===== src/rtl/elevator_pkg.sv =====
// Shared types and defaults for the elevator scheduler, motion and display blocks.
package elevator_pkg;

    typedef enum logic [1:0] {
        DIR_IDLE = 2'd0,
        DIR_UP   = 2'd1,
        DIR_DOWN = 2'd2
    } dir_t;

    typedef enum logic [1:0] {
        IDLE,
        SELECT,
        MOVING,
        DOOR_OPEN
    } sched_state_t;

    localparam int NUM_FLOORS_DEFAULT = 4;
    localparam int FLOOR_W_DEFAULT    = 4;

    localparam logic [FLOOR_W_DEFAULT-1:0] FLOOR_NONE = '0;

endpackage


===== src/rtl/elevator_next_floor.sv =====
// Collective (SCAN) next-floor selection: purely combinational.
// Floors are numbered 1..NUM_FLOORS; pending bit i stands for floor i+1.
module elevator_next_floor
    import elevator_pkg::*;
#(
    parameter int NUM_FLOORS = NUM_FLOORS_DEFAULT,
    parameter int FLOOR_W    = FLOOR_W_DEFAULT
)(
    input  logic [NUM_FLOORS-1:0] i_pending,
    input  logic [FLOOR_W-1:0]    i_cur_floor,
    input  logic [1:0]            i_dir,
    output logic [FLOOR_W-1:0]    o_next_floor,
    output logic [1:0]            o_next_dir,
    output logic                  o_found
);

    logic [FLOOR_W-1:0] w_above;
    logic [FLOOR_W-1:0] w_below;
    logic [FLOOR_W-1:0] w_dist_up;
    logic [FLOOR_W-1:0] w_dist_dn;
    logic               w_has_above;
    logic               w_has_below;
    logic               w_cur_pending;
    logic               w_cur_valid;
    logic               w_go_up;

    // Nearest pending floor strictly above / strictly below the car.
    always_comb begin
        w_above       = '0;
        w_below       = '0;
        w_has_above   = 1'b0;
        w_has_below   = 1'b0;
        w_cur_pending = 1'b0;
        for (int i = NUM_FLOORS - 1; i >= 0; i--) begin
            if (i_pending[i] && (FLOOR_W'(i + 1) > i_cur_floor)) begin
                w_above     = FLOOR_W'(i + 1);
                w_has_above = 1'b1;
            end
        end
        for (int i = 0; i < NUM_FLOORS; i++) begin
            if (i_pending[i] && (FLOOR_W'(i + 1) < i_cur_floor)) begin
                w_below     = FLOOR_W'(i + 1);
                w_has_below = 1'b1;
            end
            if (i_pending[i] && (FLOOR_W'(i + 1) == i_cur_floor)) begin
                w_cur_pending = 1'b1;
            end
        end
    end

    assign w_dist_up   = w_above - i_cur_floor;
    assign w_dist_dn   = i_cur_floor - w_below;
    assign w_cur_valid = (i_cur_floor != '0) && (i_cur_floor <= FLOOR_W'(NUM_FLOORS));

    always_comb begin
        w_go_up      = 1'b0;
        o_next_floor = '0;
        o_next_dir   = i_dir;
        o_found      = 1'b0;
        case (i_dir)
            DIR_UP:   w_go_up = w_has_above;
            DIR_DOWN: w_go_up = !w_has_below;
            // Idle: nearest wins, an equal-distance tie goes to the upper floor.
            default:  w_go_up = w_has_above && (!w_has_below || (w_dist_up <= w_dist_dn));
        endcase
        if (w_cur_valid) begin
            if (w_cur_pending) begin
                o_next_floor = i_cur_floor;
                o_found      = 1'b1;
            end else if (w_go_up && w_has_above) begin
                o_next_floor = w_above;
                o_next_dir   = DIR_UP;
                o_found      = 1'b1;
            end else if (w_has_below) begin
                o_next_floor = w_below;
                o_next_dir   = DIR_DOWN;
                o_found      = 1'b1;
            end
        end
    end

endmodule


===== src/rtl/elevator_request_scheduler.sv =====
// Elevator call scheduler: latches floor calls, drives the motion block's target
// with a SCAN policy and times the door-open dwell.
//
// state     | meaning
// IDLE      | no pending calls, car parked
// SELECT    | one cycle to pick the next floor (waits here if cur_floor is invalid)
// MOVING    | target_valid high, car travelling to target_floor
// DOOR_OPEN | dwell timer running, door_open high
module elevator_request_scheduler
    import elevator_pkg::*;
#(
    parameter int NUM_FLOORS  = NUM_FLOORS_DEFAULT,
    parameter int FLOOR_W     = FLOOR_W_DEFAULT,
    parameter int DOOR_CYCLES = 50_000_000
)(
    input  logic                  iCLK,
    input  logic                  iRST,
    input  logic [NUM_FLOORS-1:0] call_mask,
    input  logic                  call_strobe,
    input  logic [FLOOR_W-1:0]    cur_floor,
    input  logic                  arrived,
    output logic [FLOOR_W-1:0]    target_floor,
    output logic                  target_valid,
    output logic [1:0]            dir,
    output logic                  door_open,
    output logic [NUM_FLOORS-1:0] pending,
    output logic                  busy
);

    localparam int               CNT_W      = $clog2(DOOR_CYCLES + 1);
    localparam logic [CNT_W-1:0] DWELL_LOAD = CNT_W'(DOOR_CYCLES);
    localparam logic [CNT_W-1:0] DWELL_ONE  = CNT_W'(1);

    sched_state_t          r_state;
    sched_state_t          w_state_nxt;
    logic [NUM_FLOORS-1:0] r_pending;
    logic [FLOOR_W-1:0]    r_target;
    dir_t                  r_dir;
    logic [CNT_W-1:0]      r_dwell;

    logic [NUM_FLOORS-1:0] w_cur_onehot;
    logic [NUM_FLOORS-1:0] w_new_calls;
    logic [NUM_FLOORS-1:0] w_set;
    logic [NUM_FLOORS-1:0] w_clr;
    logic [FLOOR_W-1:0]    w_nf_floor;
    logic [1:0]            w_nf_dir;
    logic                  w_nf_found;
    logic [FLOOR_W-1:0]    w_retarget_floor;
    logic                  w_retarget;
    logic                  w_at_target;
    logic                  w_cur_called;
    logic                  w_dwell_done;
    logic                  w_enter_door;
    logic                  w_any_pending;

    elevator_next_floor #(
        .NUM_FLOORS (NUM_FLOORS),
        .FLOOR_W    (FLOOR_W)
    ) u_next_floor (
        .i_pending    (r_pending),
        .i_cur_floor  (cur_floor),
        .i_dir        (r_dir),
        .o_next_floor (w_nf_floor),
        .o_next_dir   (w_nf_dir),
        .o_found      (w_nf_found)
    );

    always_comb begin
        w_cur_onehot = '0;
        for (int i = 0; i < NUM_FLOORS; i++) begin
            if (cur_floor == FLOOR_W'(i + 1)) begin
                w_cur_onehot[i] = 1'b1;
            end
        end
    end

    assign w_new_calls   = call_strobe ? call_mask : '0;
    assign w_cur_called  = |(w_new_calls & w_cur_onehot);
    assign w_at_target   = arrived && (cur_floor == r_target);
    assign w_dwell_done  = (r_dwell == DWELL_ONE);
    assign w_any_pending = |r_pending;

    // Closest fresh call lying strictly between the car and its target.
    always_comb begin
        w_retarget       = 1'b0;
        w_retarget_floor = r_target;
        if (r_dir == DIR_UP) begin
            for (int i = NUM_FLOORS - 1; i >= 0; i--) begin
                if (w_new_calls[i] && (FLOOR_W'(i + 1) > cur_floor) && (FLOOR_W'(i + 1) < r_target)) begin
                    w_retarget       = 1'b1;
                    w_retarget_floor = FLOOR_W'(i + 1);
                end
            end
        end else if (r_dir == DIR_DOWN) begin
            for (int i = 0; i < NUM_FLOORS; i++) begin
                if (w_new_calls[i] && (FLOOR_W'(i + 1) < cur_floor) && (FLOOR_W'(i + 1) > r_target)) begin
                    w_retarget       = 1'b1;
                    w_retarget_floor = FLOOR_W'(i + 1);
                end
            end
        end
    end

    always_comb begin
        w_state_nxt = r_state;
        case (r_state)
            IDLE: begin
                if (w_any_pending) w_state_nxt = SELECT;
            end
            SELECT: begin
                if (w_nf_found) begin
                    w_state_nxt = (w_nf_floor == cur_floor) ? DOOR_OPEN : MOVING;
                end else if (!w_any_pending) begin
                    w_state_nxt = IDLE;
                end
            end
            MOVING: begin
                if (w_at_target) w_state_nxt = DOOR_OPEN;
            end
            DOOR_OPEN: begin
                if (!w_cur_called && w_dwell_done) begin
                    w_state_nxt = w_any_pending ? SELECT : IDLE;
                end
            end
            default: w_state_nxt = IDLE;
        endcase
    end

    assign w_enter_door = (r_state != DOOR_OPEN) && (w_state_nxt == DOOR_OPEN);

    // A call for the floor being served is absorbed by the open door, never latched.
    assign w_set = w_new_calls & ~((r_state == DOOR_OPEN) ? w_cur_onehot : '0);
    assign w_clr = w_enter_door ? w_cur_onehot : '0;

    always_ff @(posedge iCLK or posedge iRST) begin
        if (iRST) begin
            r_state <= IDLE;
        end else begin
            r_state <= w_state_nxt;
        end
    end

    always_ff @(posedge iCLK or posedge iRST) begin
        if (iRST) begin
            r_pending <= '0;
            r_target  <= FLOOR_W'(FLOOR_NONE);
            r_dir     <= DIR_IDLE;
            r_dwell   <= '0;
        end else begin
            r_pending <= (r_pending | w_set) & ~w_clr;

            if ((r_state == SELECT) && w_nf_found) begin
                r_dir <= dir_t'(w_nf_dir);
            end else if ((r_state == DOOR_OPEN) && (w_state_nxt == IDLE)) begin
                r_dir <= DIR_IDLE;
            end

            if ((r_state == SELECT) && (w_state_nxt == MOVING)) begin
                r_target <= w_nf_floor;
            end else if ((r_state == MOVING) && !w_at_target && w_retarget) begin
                r_target <= w_retarget_floor;
            end

            if (w_enter_door) begin
                r_dwell <= DWELL_LOAD;
            end else if (r_state == DOOR_OPEN) begin
                if (w_cur_called) begin
                    r_dwell <= DWELL_LOAD;
                end else if (w_dwell_done) begin
                    r_dwell <= '0;
                end else begin
                    r_dwell <= r_dwell - DWELL_ONE;
                end
            end
        end
    end

    assign target_floor = r_target;
    assign target_valid = (r_state == MOVING);
    assign dir          = r_dir;
    assign door_open    = (r_state == DOOR_OPEN);
    assign pending      = r_pending;
    assign busy         = (r_state != IDLE);

endmodule


===== config.mk =====
export PLATFORM = sky130hd
export DESIGN_NAME = elevator_request_scheduler
export DESIGN_NICKNAME = d
export VERILOG_FILES = /design/src/rtl/elevator_pkg.sv /design/src/rtl/elevator_next_floor.sv /design/src/rtl/elevator_request_scheduler.sv
export SDC_FILE = /design/constraint.sdc
export NUM_CORES = 1
export LEC_CHECK = 0
export ABC_AREA = 1
export CORE_MARGIN = 3
export CORE_UTILIZATION = 55
export CTS_BUF_LIST = sky130_fd_sc_hd__clkbuf_16
export DETAILED_ROUTE_END_ITERATION = 8
export PLACE_DENSITY = 0.71
export SLEW_MARGIN = 10
export SYNTH_ARGS = -nofsm -noshare
export SYNTH_HDL_FRONTEND = slang
export SYNTH_HIERARCHICAL = 1
export SYNTH_SLANG_ARGS = --single-unit

===== constraint.sdc =====
create_clock -name iCLK -period 5.1 [get_ports iCLK]
set_input_delay 0.51 -clock iCLK [delete_from_list [all_inputs] [get_ports iCLK]]
set_output_delay 0.51 -clock iCLK [all_outputs]
set_load 0.005 [all_outputs]

Word level (Yosys, flattened, before mapping) --
Cells that the tools add are included.
Word-level totals: input port bits 12, flip-flop bits (word level) 38
Cells by class: bitwise gates (word level) 6, $add $sub $neg 3, eq/ne operators 23, reduce and logical (&&, ||, !) cells 56, multiplexer cells 76, magnitude comparators 18
Operators by type and width (number):
- 26-bit two-way mux | 4
- 4-bit two-way mux | 18
- 1-bit logical AND | 39
- 1-bit two-way mux | 33
- 26-bit by 1-bit equality test with 1-bit output, second input constant | 1
- 2-bit two-way mux | 13
- 26-bit by 1-bit subtractor with 26-bit output, second input constant | 1
- 3-bit two-way mux | 6
- 2-bit by 4-bit greater-than comparator with 1-bit output, first input constant | 4
- 2-bit by 4-bit < comparator with 1-bit output, first input constant | 4
- 4-bit bitwise AND | 3
- 2-bit equality test, second input constant | 5
- 2-bit by 4-bit equality test with 1-bit output, first input constant | 2
- 4-bit by 2-bit equality test with 1-bit output, second input constant | 2
- 4-bit equality test | 2
- 1-bit by 4-bit greater-than comparator with 1-bit output, first input constant | 2
- 3-bit by 4-bit greater-than comparator with 1-bit output, first input constant | 2
- 1-bit by 4-bit < comparator with 1-bit output, first input constant | 2
- 3-bit by 4-bit < comparator with 1-bit output, first input constant | 2
- 4-bit NOT | 2
- 2-bit one-hot mux with 4 select lines | 1
- 4-bit AND reduction | 2
- 2-bit nonzero test | 4
- 4-bit OR reduction | 2
- other kinds (21) | 26

Logic depth before layout (Yosys ltp) --
word-level depth 24, mapped depth 35, gate-level depth less buffers 34

Hierarchy --
Netlist, hierarchy kept.
By module, submodules not included:
- elevator_request_scheduler | times used 1, cells each 438, area each 3116.7 µm², sequential area each 950.9 µm²
- elevator_next_floor | times used 1, cells each 120, area each 725.7 µm², sequential area each 0.0 µm²

Worst setup path after synthesis --
OpenSTA, ideal clock, no wires.
kind input port to flip-flop, start point in cur_floor[3], end point reg r_dwell[12], stages 33, arrival time 3.781 ns, buffers on the path 1, slack 1.206 ns, library setup time 0.113 ns, cell sequence nor2_4 > nand2_1 > nand2_1 > a21oi_1 > o21a_1 > ha_1 > fa_1 > xor2_1 > ha_1 > nand2_1 > o21ai_0 > a21oi_1 > a21oi_4 > nand2_2 > nand2_1 > nand3_1 > nand2_1 > inv_1 > inv_1 > nand2_1 > nand2_1 > nor2_1 > nand2_1 > nand2_1 > nand2_1 > nand2_1 > inv_1 > nand3_4 > nand2_8 > buf_12 > nand3_2 > nand2_1 > inv_1
Between the ends: cells in the longest elaborated chain, start to end 22, elaborated cells on any way between the ends 89, those cells by class 2 x add/sub; 10 x order compare; 11 x eq/ne; 41 x mux; 1 x bitwise; 24 x reduce/logical
RTL lines:
- start, declared | line elevator_request_scheduler.sv:20 | input logic [FLOOR_W-1:0] cur_floor,
- 3-bit by 4-bit greater-than comparator with 1-bit output / 1-bit by 4-bit < comparator with 1-bit output (equally long branches) | line elevator_next_floor.sv:35, elevator_next_floor.sv:41
- 1-bit logical AND (on tied branches) | line elevator_next_floor.sv:35, elevator_next_floor.sv:41
- 3-bit two-way mux / 1-bit two-way mux (equally long branches) | line elevator_next_floor.sv:35, elevator_next_floor.sv:41
- 3-bit two-way mux / 2-bit two-way mux (equally long branches) (2 in series) | line elevator_next_floor.sv:35, elevator_next_floor.sv:41
- 3-bit two-way mux (on tied branches) | line elevator_next_floor.sv:35, elevator_next_floor.sv:41
- 3-bit by 4-bit subtractor with 4-bit output / 4-bit by 3-bit subtractor with 4-bit output (equally long branches) | line elevator_next_floor.sv:51, elevator_next_floor.sv:52
- 4-bit <= comparator | line elevator_next_floor.sv:64 | default: w_go_up = w_has_above && (!w_has_below || (w_dist_up <= w_dist_dn));
- 1-bit logical OR | line elevator_next_floor.sv:64
- (+6 left out)
- named net w_nf_floor[0] | line elevator_request_scheduler.sv:45 | logic [FLOOR_W-1:0] w_nf_floor;
- 4-bit equality test (*) | line elevator_request_scheduler.sv:112 | w_state_nxt = (w_nf_floor == cur_floor) ? DOOR_OPEN : MOVING;
- 1-bit two-way mux (*) | line elevator_request_scheduler.sv:112
- 2-bit two-way mux (*) | line elevator_request_scheduler.sv:111 | if (w_nf_found) begin
- 2-bit one-hot mux with 4 select lines (*) | line elevator_request_scheduler.sv:106 | case (r_state)
- named net w_state_nxt[0] | line elevator_request_scheduler.sv:35 | sched_state_t w_state_nxt;
- 2-bit equality test (*) | line elevator_request_scheduler.sv:129 | assign w_enter_door = (r_state != DOOR_OPEN) && (w_state_nxt == DOOR_OPEN);
- 1-bit logical AND (*) | line elevator_request_scheduler.sv:129
- 26-bit two-way mux / 2-bit nonzero test (equally long branches)
- end signal, assigned | line elevator_request_scheduler.sv:172 | r_dwell <= r_dwell - DWELL_ONE;
- end, declared | line elevator_request_scheduler.sv:39 | logic [CNT_W-1:0] r_dwell;
The timed path passes the listed nets; every way through them passes the cells marked *. The select of a mux whose other input is x is not followed. A chain may end at the register's enable or synchronous reset.

Worst setup path in the final report --
start point in cur_floor[0], end point reg r_dwell[23]
Same word-level chain as after synthesis.

==> out/metrics.csv <==
metric,value,unit
clock skew,2.03,ps
WS Path Type,in2reg,
worst min-delay path class,reg2reg,
global route overflow,0,
# hold bufs at CTS,0,
synth top area cells,"dfrtp_1 (25%), nand2_1 (12%), inv_1 (9.2%)",
worst-path fanout max,26,
Starting Density,58.5,%
Slew Limit Fails,0,
Num CTS Buffers,5,
P_leak,2.19,nW
xor-xnor portion of the synthesized cell area,5.70,%
Final Cycle Share,90.8,%
biggest cell delay along the critical path,580,ps
most common cell in the netlist,nand2_1,
Max Cap Viol,0,
Buffers on Ports,24,
Arrival @ worst endpoint,4800,ps
total clock sinks,38,
layout cell share with drive strength beyond 1,13.9,%
fin area,4310,um2
Slew HR,38.7,%
die area,8030,um2
initial antenna violation count,0,
"Reg clk slew, reported paths",60,ps
Synth top cells by count,"nand2_1 (123), inv_1 (94), nor2_1 (57)",
largest family of logic cells by synthesized area,simple AND/OR/NAND/NOR gates,
core area,6570,um2
crit path from,cur_floor[0],
Die H,89.6,um
VDD IR-drop max,0.160,mV
# H-tree levels,2,
Unique masters post-synth,40,
post-CTS setup buffers,0,
detailed-route wire length,9.21,mm
layout net count,619,
ys flop type,dfrtp_1,
minimum clock period,4630,ps
Critical Path Start Type,primary input,
fmax,0.216,GHz
largest net degree at the start of global routing,39,
deepest clock path buffer count,2,
post-synthesis sequential area ratio,24.7,%
Syn Area/Cell,6.89,um2
"FF+latch count, synth",38,
number of flops mapped to enable cells by yosys,0,
post-synth net total,588,
Placed Area,4170,um2
mux contribution to synthesized area,0,%
Async SR Flop Fraction,100,%
mapped cell area,3840,um2
P&R area growth vs syn,12.1,%
Critical R2R Launch,pending[1],
Root Buffer,clkbuf_16,
Least-Margin Pin Slew,914,ps
RSZ-0062 raised after global routing,no,
antenna-violating nets left,0,
YS warnings,6,
Ant. Diodes,0,
die width,89.6,um
Worst EP required,5280,ps
GRT Util Overall,24.5,%
final core occ,65.6,%
Adder-Cell Fraction of Synth Area,6.25,%
I/O Pins,25,
Final Wtd Congestion,0.935,
WL/cell,13.5,um
dpl hpwl,7.13,mm
simple-gate share of the synthesized area,40.9,%
cells after synthesis,558,
outcome,finished clean,
final setup vio count,0,
final setup TNS,0,ps
post-synthesis compound-gate area fraction,10.0,%
DR vias,3573,
detailed-route DRC error count,0,
number of global-route vias before repair,3296,
CP max-delay cell,clkdlybuf4s50_1,
cell mode on critical path,nand2_1,
DRT iter0 DRCs,241,
Power Dens Cells,246,nW/um2
final hold violation count,0,
Hold WS,510,ps
Hold Path Origin,r_dwell[1],
first-pass GRT wire length,15.5,mm
Synth top area share,24.7,%
DRT Pass-1 Iters,5,
cts repair resizes,0,
critical path endpoint category,flip-flop,
post-synth top area cell,dfrtp_1,
Std-Cell Rows,29,
Clock Latency Late Sink,280,ps
Vias/cell,5.24,
CTS tree,done,
## cell families after synthesis
group	Yosys count
other cells	1
compound gates	63
fa+ha+maj	18
simple gates	304
flops	38
buf+inv	109
xor+xnor	25
## report_power, final
group	internal, W	total (W)	switching (W)
registers	0.000346	0.000406	0.0000601
clock network	0.000177	0.000297	0.000121
logic	0.000142	0.000358	0.000215
## worst max-delay path: cells and delay by family
kind	cells	cell delay [ps]
AND/OR/NAND/NOR	19	1790
buffers and inverters	6	950
AO/OA/AOI/OAI	5	740
adder cells (fa/ha/maj)	2	620
XOR/XNOR	1	170
## sequential cells by signal, summed over array words and instances, names as in the netlist
| name | cells |
|---|---|
| pending | 4 |
| target_floor | 4 |
| dir | 2 |
| r_state | 2 |
| r_dwell | 26 |
## final cells by class
cell class | instances | area, um2
clock inverter | 2 | 10.0
timing repair buffer | 32 | 303
inverter | 101 | 379
clock buffer | 5 | 125
tap | 93 | 116
multi-input combinational | 411 | 2420
fill | 586 | 2260
sequential | 38 | 951
## per-stage QoR
| step | worst slack, ps | instances | power [W] |
|---|---|---|---|
| after floorplan | 1210 | 558 | 0.000683 |
| final | 471 | 682 | 0.00106 |
| after global placement | 81.1 | 675 | 0.000751 |
| after global routing | 78.1 | 682 | 0.00113 |
| after detailed placement | 55.3 | 675 | 0.000766 |
| after CTS | 333 | 682 | 0.00107 |
## metal layers
metal	vias up	global-route usage (%)	part of all wire (%)
met4	0	5.01	1.0
met5	-	0	0
met3	9	3.83	4.3
met1	1641	37.3	52
met2	76	36.5	42
li1	1847	-	-
## final timing paths
check                                        to  slack [ps]  cells past startpoint
worst min register to register       r_dwell[1]         510                      2
worst min-delay path                 r_dwell[1]         510                      2
max in group asynchronous       target_floor[0]        4070                      3
worst max register to register      r_dwell[23]         930                     31
worst max-delay path                r_dwell[23]         470                     33
min in group asynchronous                dir[0]         670                      3
## layout by cell type (no fill, tap or decap), drive strengths merged, types with 2 or more instances in the layout
master / Yosys / layout
nand2: 132 / 132
inv: 100 / 100
nand3: 73 / 73
nor2: 70 / 70
o21ai: 46 / 46
dfrtp: 38 / 38
clkdlybuf4s50: 0 / 23
xor2: 19 / 19
nand4: 17 / 17
ha: 16 / 16
a21oi: 12 / 12
buf: 6 / 8
nor3: 8 / 8
xnor2: 6 / 6
clkbuf: 1 / 5
clkinv: 1 / 3
nor4: 2 / 2
or2: 2 / 2
a31oi: 2 / 2
fa: 2 / 2
Power figures use the tool's default switching activity.
